### src/rtl/pwm_word_loader.sv
// -----------------------------------------------------------------------------
// pwm_word_loader
//
// Load-control stage in front of the vernier PWM generator. It runs on the core
// clock and does four jobs:
//   * accepts A/B counter-limit command words over a valid/ready handshake and
//     range-checks them
//   * holds one accepted word in a staging register
//   * generates the frame strobe clkZ (50 % duty, period CORE_DIV), the counter
//     enable and the RS-latch reset pulse
//   * moves the staged word onto A_val/B_val at the clkZ falling edge, so the
//     new limits have been stable for half a frame when clkZ next rises
//
// Ports
//   clkCore    in   core clock
//   reset      in   asynchronous, active-low reset
//   cmd_word   in   command word, [2*VAL_W-1:VAL_W] = A, [VAL_W-1:0] = B
//   cmd_valid  in   command word present
//   cmd_ready  out  loader can accept a word (registered)
//   run        in   request PWM counting enabled
//   err_clr    in   clears the sticky error flag
//   clkZ       out  load strobe, high for the first half of each frame
//   A_val      out  applied A limit
//   B_val      out  applied B limit
//   en         out  counter/comparator enable, sampled from run per frame
//   pwm_reset  out  one-cycle pulse when a word is applied
//   applied    out  one-cycle pulse when a word is applied
//   err        out  sticky flag: an out-of-range word was rejected
// -----------------------------------------------------------------------------
module pwm_word_loader #(
  parameter int CORE_DIV = 200,
  parameter int VAL_W    = 7,
  parameter int A_MAX    = 79,
  parameter int B_MAX    = 80
) (
  input  logic               clkCore,
  input  logic               reset,
  input  logic [2*VAL_W-1:0] cmd_word,
  input  logic               cmd_valid,
  output logic               cmd_ready,
  input  logic               run,
  input  logic               err_clr,
  output logic               clkZ,
  output logic [VAL_W-1:0]   A_val,
  output logic [VAL_W-1:0]   B_val,
  output logic               en,
  output logic               pwm_reset,
  output logic               applied,
  output logic               err
);

  localparam int HALF  = CORE_DIV / 2;
  localparam int CNT_W = (CORE_DIV > 2) ? $clog2(CORE_DIV) : 1;

  localparam logic [CNT_W-1:0] CNT_LAST = CNT_W'(CORE_DIV - 1);
  localparam logic [CNT_W-1:0] CNT_HALF = CNT_W'(HALF);
  localparam logic [VAL_W-1:0] A_LIM    = VAL_W'(A_MAX);
  localparam logic [VAL_W-1:0] B_LIM    = VAL_W'(B_MAX);

  typedef enum logic {
    S_IDLE    = 1'b0,
    S_PENDING = 1'b1
  } state_t;

  // ---------------------------------------------------------------------------
  // Helper functions
  // ---------------------------------------------------------------------------

  // Unsigned range check; the limits themselves are legal values.
  function automatic logic word_legal(input logic [VAL_W-1:0] a,
                                      input logic [VAL_W-1:0] b);
    return (a <= A_LIM) && (b <= B_LIM);
  endfunction

  // Frame counter successor with wrap from CORE_DIV-1 back to 0.
  function automatic logic [CNT_W-1:0] cnt_succ(input logic [CNT_W-1:0] c);
    return (c == CNT_LAST) ? '0 : c + 1'b1;
  endfunction

  // ---------------------------------------------------------------------------
  // State
  // ---------------------------------------------------------------------------
  state_t             state_q,     state_d;
  logic [CNT_W-1:0]   cnt_q,       cnt_d;
  logic               clkz_q,      clkz_d;
  logic [VAL_W-1:0]   stg_a_q,     stg_a_d;
  logic [VAL_W-1:0]   stg_b_q,     stg_b_d;
  logic [VAL_W-1:0]   a_val_q,     a_val_d;
  logic [VAL_W-1:0]   b_val_q,     b_val_d;
  logic               en_q,        en_d;
  logic               pwm_reset_q, pwm_reset_d;
  logic               applied_q,   applied_d;
  logic               err_q,       err_d;
  logic               cmd_ready_q, cmd_ready_d;

  // Decoded per-cycle events
  logic [VAL_W-1:0]   cmd_a;
  logic [VAL_W-1:0]   cmd_b;
  logic               apply_pt;
  logic               accept;
  logic               accept_ok;
  logic               reject;
  logic               do_apply;

  always_comb begin
    cmd_a = cmd_word[2*VAL_W-1:VAL_W];
    cmd_b = cmd_word[VAL_W-1:0];

    cnt_d = cnt_succ(cnt_q);

    // clkZ is decoded from the post-edge count so the register output is high
    // exactly while the counter sits in the first half of the frame.
    clkz_d = (cnt_d < CNT_HALF);

    // Apply point: the edge that moves the count to HALF (clkZ falling edge).
    apply_pt = (cnt_d == CNT_HALF);

    // cmd_ready_q is only ever 1 in IDLE, so a handshake can never overwrite a
    // staged word.
    accept    = cmd_valid && cmd_ready_q;
    accept_ok = accept && word_legal(cmd_a, cmd_b);
    reject    = accept && !word_legal(cmd_a, cmd_b);

    // Only a word that was already staged before this edge is applied; a word
    // accepted on the apply edge itself waits for the next frame.
    do_apply = (state_q == S_PENDING) && apply_pt;

    state_d = state_q;
    stg_a_d = stg_a_q;
    stg_b_d = stg_b_q;
    case (state_q)
      S_IDLE: begin
        if (accept_ok) begin
          state_d = S_PENDING;
          stg_a_d = cmd_a;
          stg_b_d = cmd_b;
        end
      end
      S_PENDING: begin
        if (apply_pt) begin
          state_d = S_IDLE;
          stg_a_d = '0;
          stg_b_d = '0;
        end
      end
      default: begin
        state_d = S_IDLE;
      end
    endcase

    a_val_d     = do_apply ? stg_a_q : a_val_q;
    b_val_d     = do_apply ? stg_b_q : b_val_q;
    pwm_reset_d = do_apply;
    applied_d   = do_apply;

    // run is sampled once per frame, whether or not a word is staged.
    en_d = apply_pt ? run : en_q;

    // Sticky error; a rejection on the same edge as err_clr keeps it set.
    if (reject) begin
      err_d = 1'b1;
    end else if (err_clr) begin
      err_d = 1'b0;
    end else begin
      err_d = err_q;
    end

    // Ready follows the state of the previous cycle, so after an apply it
    // returns one edge after the pulses; a legal accept drops it immediately.
    cmd_ready_d = (state_q == S_IDLE) && !accept_ok;
  end

  always_ff @(posedge clkCore or negedge reset) begin
    if (!reset) begin
      state_q     <= S_IDLE;
      cnt_q       <= CNT_LAST;
      clkz_q      <= 1'b0;
      stg_a_q     <= '0;
      stg_b_q     <= '0;
      a_val_q     <= '0;
      b_val_q     <= '0;
      en_q        <= 1'b0;
      pwm_reset_q <= 1'b0;
      applied_q   <= 1'b0;
      err_q       <= 1'b0;
      cmd_ready_q <= 1'b0;
    end else begin
      state_q     <= state_d;
      cnt_q       <= cnt_d;
      clkz_q      <= clkz_d;
      stg_a_q     <= stg_a_d;
      stg_b_q     <= stg_b_d;
      a_val_q     <= a_val_d;
      b_val_q     <= b_val_d;
      en_q        <= en_d;
      pwm_reset_q <= pwm_reset_d;
      applied_q   <= applied_d;
      err_q       <= err_d;
      cmd_ready_q <= cmd_ready_d;
    end
  end

  assign cmd_ready = cmd_ready_q;
  assign clkZ      = clkz_q;
  assign A_val     = a_val_q;
  assign B_val     = b_val_q;
  assign en        = en_q;
  assign pwm_reset = pwm_reset_q;
  assign applied   = applied_q;
  assign err       = err_q;

endmodule

### config.mk
export PLATFORM = sky130hd
export DESIGN_NAME = pwm_word_loader
export DESIGN_NICKNAME = d
export VERILOG_FILES = /design/src/rtl/pwm_word_loader.sv
export SDC_FILE = /design/constraint.sdc
export NUM_CORES = 1
export LEC_CHECK = 0
export CAP_MARGIN = 25
export CORE_ASPECT_RATIO = 0.8
export CORE_MARGIN = 3
export CORE_UTILIZATION = 54
export DETAILED_ROUTE_END_ITERATION = 8
export GPL_TIMING_DRIVEN = 0
export PLACE_DENSITY = 0.8
export SKIP_LAST_GASP = 1
export SYNTH_ARGS = -nofsm -noshare
export SYNTH_HDL_FRONTEND = slang
export SYNTH_SLANG_ARGS = --single-unit
### constraint.sdc
create_clock -name clkCore -period 5.7 [get_ports clkCore]
set_clock_uncertainty 0.15 [all_clocks]
set_input_delay 0.57 -clock clkCore [delete_from_list [all_inputs] [get_ports clkCore]]
set_output_delay 0.57 -clock clkCore [all_outputs]
set_load 0.05 [all_outputs]
Yosys cells after proc, flatten, opt, wreduce, memory -nomap -nowiden
Cells that the tools add are included.
Operators by class
  add/subtract/negate cells: 1
  $lt $le $gt $ge: 3
  eq/ne operators: 4
  mux-type cells: 11
  bitwise logic cells: 1
  reductions and logical operators: 10
Operator list (number)
  one-hot mux 7 bit (2 select lines): 2
  two-way mux 7 bit: 3
  less-or-equal comparator 7 bit (second input constant): 2
  adder 8 x 1 -> 8 bit (second input constant): 1
  equality test 8 x 7 -> 1 bit (second input constant): 1
  equality test 8 bit (second input constant): 1
  less-than comparator 8 x 7 -> 1 bit (second input constant): 1
  two-way mux 8 bit: 1
  logical AND 1 bit: 6
  two-way mux 1 bit: 4
  zero test 1 bit: 2
  != test 2 x 1 -> 1 bit (second input constant): 1
  != test 2 bit (second input constant): 1
  one-hot mux 1 bit (2 select lines): 1
  AND reduction 2 bit: 1
  nonzero test 2 bit: 1
  inverter 1 bit: 1
Word-level totals
  flip-flop bits (word level): 42
  input bits: 19
  output and inout bits: 20
  word-level logic and storage cells: 41

Longest topological paths before layout
Gate-level depths: netlist of the first run.
  depth after elaboration: 5
  depth in mapped cells: 7
  depth with buffers taken out: 6

Worst setup path after synthesis of the first run
OpenSTA, ideal clock, no wires.
  kind: register to register
  start: register cnt_q[0]
  end: register a_val_q[2], in the netlist A_val[2]
  library setup time: 0.127 ns
  data arrival time: 2.130 ns
  required time: 5.423 ns
  slack: 3.293 ns
  stages on the path, launching flop included: 8
  buffers on the path: 1
  period minus slack after synthesis: 2.407 ns
  path through: dfstp_2 > ha_1 > nor2b_1 > nand2_1 > a311o_1 > and4bb_4 > buf_6 > mux2_1
On the way
  cells in the longest elaborated chain, start to end: 4
  elaborated cells on any way between the ends: 5
  classes of those cells: 1 x add/sub; 2 x eq/ne; 1 x mux; 1 x reduce/logical
Ends and longest elaborated chain
  start, declared: RTL line 84  | logic [CNT_W-1:0] cnt_q, cnt_d;
  start signal, assigned: RTL line 189  | cnt_q <= cnt_d;
  adder 8 x 1 -> 8 bit or equality test 8 bit (tied branches): RTL line 77  | return (c == CNT_LAST) ? '0 : c + 1'b1;
  two-way mux 8 bit (*): RTL line 77
  via cnt_d[7]: RTL line 84
  equality test 8 x 7 -> 1 bit (*): RTL line 116  | apply_pt = (cnt_d == CNT_HALF);
  logical AND 1 bit (*): RTL line 126  | do_apply = (state_q == S_PENDING) && apply_pt;
  end signal, assigned: RTL line 193  | a_val_q <= a_val_d;
  end, declared: RTL line 88  | logic [VAL_W-1:0] a_val_q, a_val_d;
Mark *: on every way through the listed nets, which the timed path passes. The rest lies on a longest branch.
A chain may end at the register's enable or synchronous reset.

Final worst setup path of the first run
  start: register cnt_q[0]
  end: register a_val_q[4], in the netlist A_val[4]
Same word-level chain as after synthesis.

==> impl_results.html, run 1 <==
<table>
<tr><th>Metric</th><th>Value</th></tr>
<tr><th colspan="2">Critical path</th></tr>
<tr><td>Critical path fanouts, max</td><td>10</td></tr>
<tr><td>Count of cells along the worst register-to-register path</td><td>7</td></tr>
<tr><td>Type of the setup path with the least slack</td><td>flop to flop</td></tr>
<tr><td>Critical path arrival</td><td>2680 ps</td></tr>
<tr><td>CP Capture Type</td><td>flop</td></tr>
<tr><td>Type of origin of the critical path</td><td>flop</td></tr>
<tr><td>Worst-path cell chain</td><td>ha_1 -&gt; nor2b_1 -&gt; nand2_1 -&gt; a311o_1 -&gt; and4bb_4 -&gt; buf_6 -&gt; mux2_1</td></tr>
<tr><td>Slowest-stage cell, CP</td><td>dfstp_2</td></tr>
<tr><td>Stage delay of the slowest cell on the critical path</td><td>between 500 and 600 ps</td></tr>
<tr><td>Worst path depth</td><td>7</td></tr>
<tr><td>Dominant delay contributor by cell family on the critical path</td><td>simple AND/OR/NAND/NOR gates</td></tr>
<tr><td>Combined buffer and inverter count along the critical path</td><td>1</td></tr>
<tr><td>Data required time at the worst endpoint</td><td>roughly 5700 ps</td></tr>
<tr><th colspan="2">CTS</th></tr>
<tr><td>Clock buffer depth</td><td>2</td></tr>
<tr><td>CTS-repair resized insts</td><td>0</td></tr>
<tr><td>Clk sink count</td><td>42</td></tr>
<tr><td>Number of post-CTS setup repair buffers</td><td>0</td></tr>
<tr><td>Clock tree from TritonCTS</td><td>built</td></tr>
<tr><td>CTS Buf Count</td><td>5</td></tr>
<tr><td>H-tree depth</td><td>2</td></tr>
<tr><td>Clock-pin slew reported for the worst setup and hold paths after clock tree synthesis</td><td>about 80 ps</td></tr>
<tr><td>Cell at the root of the clock tree</td><td>clkbuf_8</td></tr>
<tr><td>Source-to-sink clock delay at the later pin of the worst-skew pair</td><td>slightly below 300 ps</td></tr>
<tr><td>Post-cts hold buffer count</td><td>0</td></tr>
<tr><th colspan="2">STA</th></tr>
<tr><td>Number of max-slew violations in the final report</td><td>0</td></tr>
<tr><td>Total negative slack</td><td>0 ps</td></tr>
<tr><td>Measured slew at the worst slew-check pin</td><td>906 ps</td></tr>
<tr><td>Final worst path period need</td><td>2660 ps</td></tr>
<tr><td>Relative slew slack</td><td>39.6%</td></tr>
<tr><td>Final setup violation count</td><td>0</td></tr>
<tr><td>Final critical-path share of the clock period</td><td>46.7%</td></tr>
<tr><td>Final hold violations</td><td>0</td></tr>
<tr><td>Maximum clock frequency</td><td>376 MHz</td></tr>
<tr><td>Setup repair after global routing missed its margin</td><td>false</td></tr>
<tr><th colspan="2">Synth</th></tr>
<tr><td>Post-synthesis cell area</td><td>1840 um2</td></tr>
<tr><td>Dominant combinational cell family by area after synthesis</td><td>simple AND/OR/NAND/NOR gates</td></tr>
<tr><td>Top cell type by total area after synthesis</td><td>dfrtp_1</td></tr>
<tr><td>Count of cell types in the netlist</td><td>38</td></tr>
<tr><td>Simple-gate share of the synthesized area</td><td>15.9%</td></tr>
<tr><td>Mean post-synth cell area</td><td>11.5 um2</td></tr>
<tr><td>Most used flip-flop cell after synthesis</td><td>dfrtp_1</td></tr>
<tr><td>Top area cells in the synthesized netlist</td><td>dfrtp_1 (50%), mux2_4 (8.1%), dfstp_2 (7.1%)</td></tr>
<tr><td>Cell count after synthesis</td><td>161</td></tr>
<tr><td>Synthesized netlist net count</td><td>182</td></tr>
<tr><td>FF+latch count, synth</td><td>42</td></tr>
<tr><td>Top cells by count, synth</td><td>dfrtp_1 (37), nand2_1 (35), o21ai_0 (17)</td></tr>
<tr><td>Post-synthesis xor/xnor area fraction</td><td>1.42%</td></tr>
<tr><td>Number of enable flip-flop cells after synthesis</td><td>0</td></tr>
<tr><td>Syn. warnings</td><td>0</td></tr>
<tr><td>Most frequent cell after synthesis</td><td>dfrtp_1</td></tr>
<tr><td>Area share of the largest cell type after synthesis</td><td>roughly half</td></tr>
<tr><td>Share of synthesized flip-flops with an asynchronous set or reset</td><td>100%</td></tr>
<tr><td>Complex-gate fraction of the synthesized area</td><td>8.48%</td></tr>
<tr><td>Sequential share of the synthesized area</td><td>57.3%</td></tr>
<tr><td>Adder-cell share of the synthesized area</td><td>1.36%</td></tr>
<tr><td>Post-synthesis mux area share</td><td>11.7%</td></tr>
<tr><th colspan="2">Detailed routing</th></tr>
<tr><td>Vias</td><td>1335</td></tr>
<tr><td>Antenna viol nets, final</td><td>0</td></tr>
<tr><td>Post-DR wirelength/cell</td><td>15.3 um</td></tr>
<tr><td>DRC violation count after routing</td><td>0</td></tr>
<tr><td>Total detailed-routing wirelength</td><td>3.78 mm</td></tr>
<tr><td>Average vias per placed instance</td><td>5.40</td></tr>
<tr><td>Number of detailed-routing iterations run before antenna repair</td><td>4</td></tr>
<tr><td>Violation count after the first detailed-route iteration</td><td>85</td></tr>
<tr><th colspan="2">GRT</th></tr>
<tr><td>Pin count of the biggest net entering global routing</td><td>43</td></tr>
<tr><td>Total congestion overflow</td><td>0</td></tr>
<tr><td>Initial antenna violation count</td><td>0</td></tr>
<tr><td>Via count of the first global-routing pass</td><td>1366</td></tr>
<tr><td>GRT Total Usage</td><td>20.5%</td></tr>
<tr><td>Wire length of the first global-routing pass</td><td>around 6.5 mm</td></tr>
<tr><th colspan="2">Cells and area</th></tr>
<tr><td>Post-layout net count</td><td>227</td></tr>
<tr><td>Antenna cells</td><td>0</td></tr>
<tr><td>Proportion of layout cells with a drive suffix above 1</td><td>14.0%</td></tr>
<tr><td>Signed area change from the synthesized netlist to the final layout</td><td>28.0%</td></tr>
<tr><td>Final non-filler cell total</td><td>247</td></tr>
<tr><td>Final cell utilization of the core</td><td>74.3%</td></tr>
<tr><th colspan="2">Floorplanning</th></tr>
<tr><td>Overall die height</td><td>~58 um</td></tr>
<tr><td>Total core area</td><td>3180 um2</td></tr>
<tr><td>Die Footprint</td><td>4160 um2</td></tr>
<tr><td>Number of core rows</td><td>18</td></tr>
<tr><td>Number of primary I/O pins</td><td>39</td></tr>
<tr><td>Effective utilization at floorplan</td><td>58.1%</td></tr>
<tr><td>Die X-Extent</td><td>71.3 um</td></tr>
<tr><th colspan="2">Pwr</th></tr>
<tr><td>Power density relative to cell area</td><td>283 nW/um2</td></tr>
<tr><td>Peak ir drop on the vdd network</td><td>219 uV</td></tr>
<tr><td>Overall power consumption</td><td>approximately 0.00067 W</td></tr>
<tr><td>Leakage component of the power</td><td>1.05 nW</td></tr>
<tr><th colspan="2">Placement</th></tr>
<tr><td>Detailed Place HPWL</td><td>2.72 mm</td></tr>
<tr><td>Gp weighted congestion</td><td>0.894</td></tr>
<tr><td>Placed Cells incl. Taps</td><td>between 200 and 250</td></tr>
<tr><td>I/O Buffers</td><td>38</td></tr>
<tr><th colspan="2">Job</th></tr>
<tr><td>Count of maximum capacitance violations</td><td>0</td></tr>
<tr><th colspan="2">Worst hold path</th></tr>
<tr><td>Class of the tightest hold or removal check</td><td>input port to asynchronous set/reset pin</td></tr>
<tr><th colspan="2">Status</th></tr>
<tr><td>Outcome</td><td>complete, no violations</td></tr>
</table>
## where the power goes
group          internal (W)  switching (W)  total [W]
Combinational     0.0000382      0.0000509  0.0000891
Clock             0.0000977      0.0000958   0.000193
Sequential         0.000353      0.0000321   0.000385
## routing by layer
metal,GRT usage (%),up-vias,wire (um)
li1,-,640,-
met1,27.5,642,1720
met2,31.9,46,1760
met3,5.37,7,245
met4,8.04,0,60
met5,0,-,0
## cell usage in the layout (no fill, tap or decap), types with 2 or more instances in the layout
cell type / instances
xor2_1: 2
o21ai_0: 17
or3_1: 2
a21oi_1: 2
ha_1: 2
nor2_1: 4
buf_2: 2
clkdlybuf4s50_1: 37
clkbuf_1: 4
dfrtp_1: 37
inv_1: 4
and3_1: 3
nor2b_1: 2
a31oi_1: 2
nand3_1: 5
nand2b_1: 2
clkbuf_8: 6
nand2_1: 35
mux2_4: 10
dfstp_2: 5
mux2_1: 4
## through the flow
stage / instance area [um2] / hold WS (ps) / setup WS [ps]
CTS: 2360 / 282 / 3050
detailed placement: 2270 / 319 / 2830
floorplan: 1840 / 124 / 3290
global route: 2360 / 319 / 2850
global placement: 2270 / 319 / 2900
finish: 2360 / 258 / 3040
## worst paths after layout
path	endpoint	startpoint	slack, ps
worst max-delay path	A_val[4]$_DFFE_PN0P_	cnt_q[0]$_DFF_PN1_	3040
max in group asynchronous	en$_DFFE_PN0P_	reset	4570
min in group clkCore	cmd_ready$_DFF_PN0_	state_q$_DFF_PN0_	320
worst min register to register	cmd_ready$_DFF_PN0_	state_q$_DFF_PN0_	320
worst max register to register	A_val[4]$_DFFE_PN0P_	cnt_q[0]$_DFF_PN1_	3040
worst min-delay path	stg_b_q[2]$_DFFE_PN0P_	reset	260
## registers in the layout, indices dropped and copies added (netlist names)
signal and cells:
clkZ 1, cmd_ready 1, stg_b_q 7, A_val 7, stg_a_q 7, en 1, state_q 1, B_val 7
err 1, applied 1, cnt_q 8
## cell type report
cell class	count	area, um2
flip-flops and latches	42	1060
fillers	215	815
multi-input cells	108	717
repair buffers	38	375
clock buffers	7	86.3
plain buffers	7	55.1
well taps	40	50.0
inverters	4	15.0
clock inverters	1	5.00
## logic make-up after synthesis
kind of cell,Yosys count
fa+ha+maj,2
compound gates,27
mux,16
xor+xnor,3
flops,42
simple gates,60
buf+inv,11
Power figures use the tool's default switching activity.
==> run 2: changes to the inputs <==
Settings changed: CORE_UTILIZATION 54 to 50, PLACE_DENSITY 0.8 to 0.75.
Clock period 5.7 ns to 2.8 ns, I/O delays scaled along.
==> impl_results.html, run 2 (synthesis gave the netlist of run 1 again) <==
<table>
<tr><th>Metric</th><th>Value</th></tr>
<tr><th colspan="2">Status</th></tr>
<tr><td>Outcome</td><td>complete, no violations</td></tr>
<tr><th colspan="2">Cells and area</th></tr>
<tr><td>Filler instances</td><td>261</td></tr>
<tr><td>Proportion of layout cells with a drive suffix above 1</td><td>13.9%</td></tr>
<tr><td>Top register by number of flip-flops</td><td>cnt_q</td></tr>
<tr><td>Signed area change from the synthesized netlist to the final layout</td><td>28.7%</td></tr>
<tr><td>Post-layout net count</td><td>228</td></tr>
<tr><td>Antenna cells</td><td>0</td></tr>
<tr><td>Number of flip-flops under the largest register name</td><td>8</td></tr>
<tr><td>Final cell utilization of the core</td><td>67.9%</td></tr>
<tr><td>Highest-count cells in the layout ignoring fill and taps</td><td>dfrtp_1 (37), clkdlybuf4s50_1 (37), nand2_1 (35)</td></tr>
<tr><th colspan="2">Critical path</th></tr>
<tr><td>CP Capture Type</td><td>flop</td></tr>
<tr><td>Type of the setup path with the least slack</td><td>flop to flop</td></tr>
<tr><td>Type of origin of the critical path</td><td>flop</td></tr>
<tr><td>Critical path arrival</td><td>2620 ps</td></tr>
<tr><td>Critical path fanouts, max</td><td>10</td></tr>
<tr><td>Count of cells along the worst register-to-register path</td><td>7</td></tr>
<tr><td>Slack of the worst reg-to-reg path</td><td>200 ps</td></tr>
<tr><td>Data required time at the worst endpoint</td><td>2820 ps</td></tr>
<tr><th colspan="2">GRT</th></tr>
<tr><td>Pin count of the biggest net entering global routing</td><td>43</td></tr>
<tr><td>GRT Total Usage</td><td>18.5%</td></tr>
<tr><td>Initial antenna violation count</td><td>0</td></tr>
<tr><td>Via count of the first global-routing pass</td><td>~1400</td></tr>
<tr><td>Wire length of the first global-routing pass</td><td>6.10 mm</td></tr>
<tr><td>Total congestion overflow</td><td>0</td></tr>
<tr><th colspan="2">Worst hold path</th></tr>
<tr><td>Class of the tightest hold or removal check</td><td>flop to flop</td></tr>
<tr><td>Worst Hold Path Cells</td><td>1</td></tr>
<tr><th colspan="2">STA</th></tr>
<tr><td>Number of max-slew violations in the final report</td><td>0</td></tr>
<tr><td>Total negative slack</td><td>0 ps</td></tr>
<tr><td>Final critical-path share of the clock period</td><td>92.9%</td></tr>
<tr><td>Setup repair after global routing missed its margin</td><td>false</td></tr>
<tr><td>Final hold violations</td><td>0</td></tr>
<tr><td>Maximum clock frequency</td><td>384 MHz</td></tr>
<tr><td>Measured slew at the worst slew-check pin</td><td>approximately 900 ps</td></tr>
<tr><td>Final worst path period need</td><td>2600 ps</td></tr>
<tr><td>Post-route setup slack</td><td>slightly below 200 ps</td></tr>
<tr><td>Relative slew slack</td><td>between 40% and 50%</td></tr>
<tr><td>Final setup violation count</td><td>0</td></tr>
<tr><th colspan="2">Pwr</th></tr>
<tr><td>Leakage component of the power</td><td>1.06 nW</td></tr>
<tr><td>Power share of the combinational group</td><td>between 10% and 20%</td></tr>
<tr><td>Power share of the clock group</td><td>29.0%</td></tr>
<tr><td>Sequential share of power</td><td>between 50% and 60%</td></tr>
<tr><td>Overall power consumption</td><td>about 0.0014 W</td></tr>
<tr><td>Peak ir drop on the vdd network</td><td>424 uV</td></tr>
<tr><td>Internal portion of total power</td><td>0.000996 W</td></tr>
<tr><td>Power density relative to cell area</td><td>between 500 and 600 nW/um2</td></tr>
<tr><td>Net switching power</td><td>0.000362 W</td></tr>
<tr><td>Switch share</td><td>26.7%</td></tr>
<tr><th colspan="2">Placement</th></tr>
<tr><td>Gp weighted congestion</td><td>0.832</td></tr>
<tr><td>Detailed Place HPWL</td><td>2.67 mm</td></tr>
<tr><td>Place WS</td><td>174 ps</td></tr>
<tr><td>I/O Buffers</td><td>38</td></tr>
<tr><th colspan="2">CTS</th></tr>
<tr><td>Clock tree from TritonCTS</td><td>built</td></tr>
<tr><td>CTS Buf Count</td><td>5</td></tr>
<tr><td>H-tree depth</td><td>2</td></tr>
<tr><td>Source-to-sink clock delay at the later pin of the worst-skew pair</td><td>290 ps</td></tr>
<tr><td>Post-cts hold buffer count</td><td>1</td></tr>
<tr><td>Cell at the root of the clock tree</td><td>clkbuf_8</td></tr>
<tr><td>CTS-repair resized insts</td><td>0</td></tr>
<tr><td>Clock-pin slew reported for the worst setup and hold paths after clock tree synthesis</td><td>70 ps</td></tr>
<tr><td>Clk sink count</td><td>42</td></tr>
<tr><td>Clock buffer depth</td><td>2</td></tr>
<tr><td>Number of post-CTS setup repair buffers</td><td>0</td></tr>
<tr><th colspan="2">Detailed routing</th></tr>
<tr><td>Violation count after the first detailed-route iteration</td><td>between 100 and 150</td></tr>
<tr><td>Post-DR wirelength/cell</td><td>roughly 15 um</td></tr>
<tr><td>Total detailed-routing wirelength</td><td>3.68 mm</td></tr>
<tr><td>Average vias per placed instance</td><td>5.30</td></tr>
<tr><td>Antenna viol nets, final</td><td>0</td></tr>
<tr><td>DRC violation count after routing</td><td>0</td></tr>
<tr><td>Number of detailed-routing iterations run before antenna repair</td><td>4</td></tr>
<tr><td>Vias</td><td>1324</td></tr>
<tr><th colspan="2">Floorplanning</th></tr>
<tr><td>Overall die height</td><td>between 60 and 70 um</td></tr>
<tr><td>Total core area</td><td>approximately 3500 um2</td></tr>
<tr><td>Number of primary I/O pins</td><td>39</td></tr>
<tr><td>Effective utilization at floorplan</td><td>between 50% and 60%</td></tr>
<tr><td>Die X-Extent</td><td>73.9 um</td></tr>
<tr><td>Number of core rows</td><td>19</td></tr>
<tr><td>Die Footprint</td><td>4460 um2</td></tr>
<tr><th colspan="2">Job</th></tr>
<tr><td>Count of maximum capacitance violations</td><td>0</td></tr>
</table>
## run 2: worst max-delay path, cell delays in order (launching register included)
cell,delay (ps)
dfstp_2,580
ha_1,270
nor2b_1,180
nand2_1,60
a311o_1,370
and4bb_4,390
buf_6,150
mux2_1,330
## run 2: final cells by class
cell class / count / area, um2 / share of cell area [%]
multi-input cells: 108 / 717 / 30.2
plain buffers: 7 / 55.1 / 2.32
clock inverters: 1 / 5.00 / 0.211
inverters: 4 / 15.0 / 0.633
well taps: 42 / 52.6 / 2.21
flip-flops and latches: 42 / 1060 / 44.5
repair buffers: 39 / 385 / 16.2
clock buffers: 7 / 86.3 / 3.64
## run 2: path summary, 6_finish.rpt
kind / start / endpoint
worst max-delay path: cnt_q[0]$_DFF_PN1_ / A_val[4]$_DFFE_PN0P_
worst min-delay path: state_q$_DFF_PN0_ / cmd_ready$_DFF_PN0_
worst max register to register: cnt_q[0]$_DFF_PN1_ / A_val[4]$_DFFE_PN0P_
worst min register to register: state_q$_DFF_PN0_ / cmd_ready$_DFF_PN0_
max in group asynchronous: reset / state_q$_DFF_PN0_
min in group asynchronous: reset / B_val[4]$_DFFE_PN0P_
## run 2: stage by stage
| step | hold slack (ps) | cells | area (um2) |
|---|---|---|---|
| 4_1_cts | 322 | 250 | 2370 |
| 3_3_place_gp | 311 | 241 | 2280 |
| 3_5_place_dp | 310 | 241 | 2270 |
| 6_report | 319 | 250 | 2370 |
| 2_1_floorplan | -166 | 161 | 1840 |
| 5_1_grt | 359 | 250 | 2370 |
## run 2: per-layer routing
layer	vias to the layer above	part of all wire, %	GRT usage [%]
met5	-	0	0
met4	0	2.2	9.04
met3	9	5.6	5.38
met2	38	45	27.3
met1	633	47	25.0
li1	644	-	-
## run 2: power groups by stage
stage	Sequential (W)	Clock (W)	Combinational [W]
5_1_grt	0.000792	0.000433	0.000209
4_1_cts	0.000780	0.000403	0.000187
3_3_place_gp	0.000787	0	0.000171
6_report	0.000780	0.000393	0.000184
2_1_floorplan	0.000797	0	0.0000839
3_5_place_dp	0.000791	0	0.000184
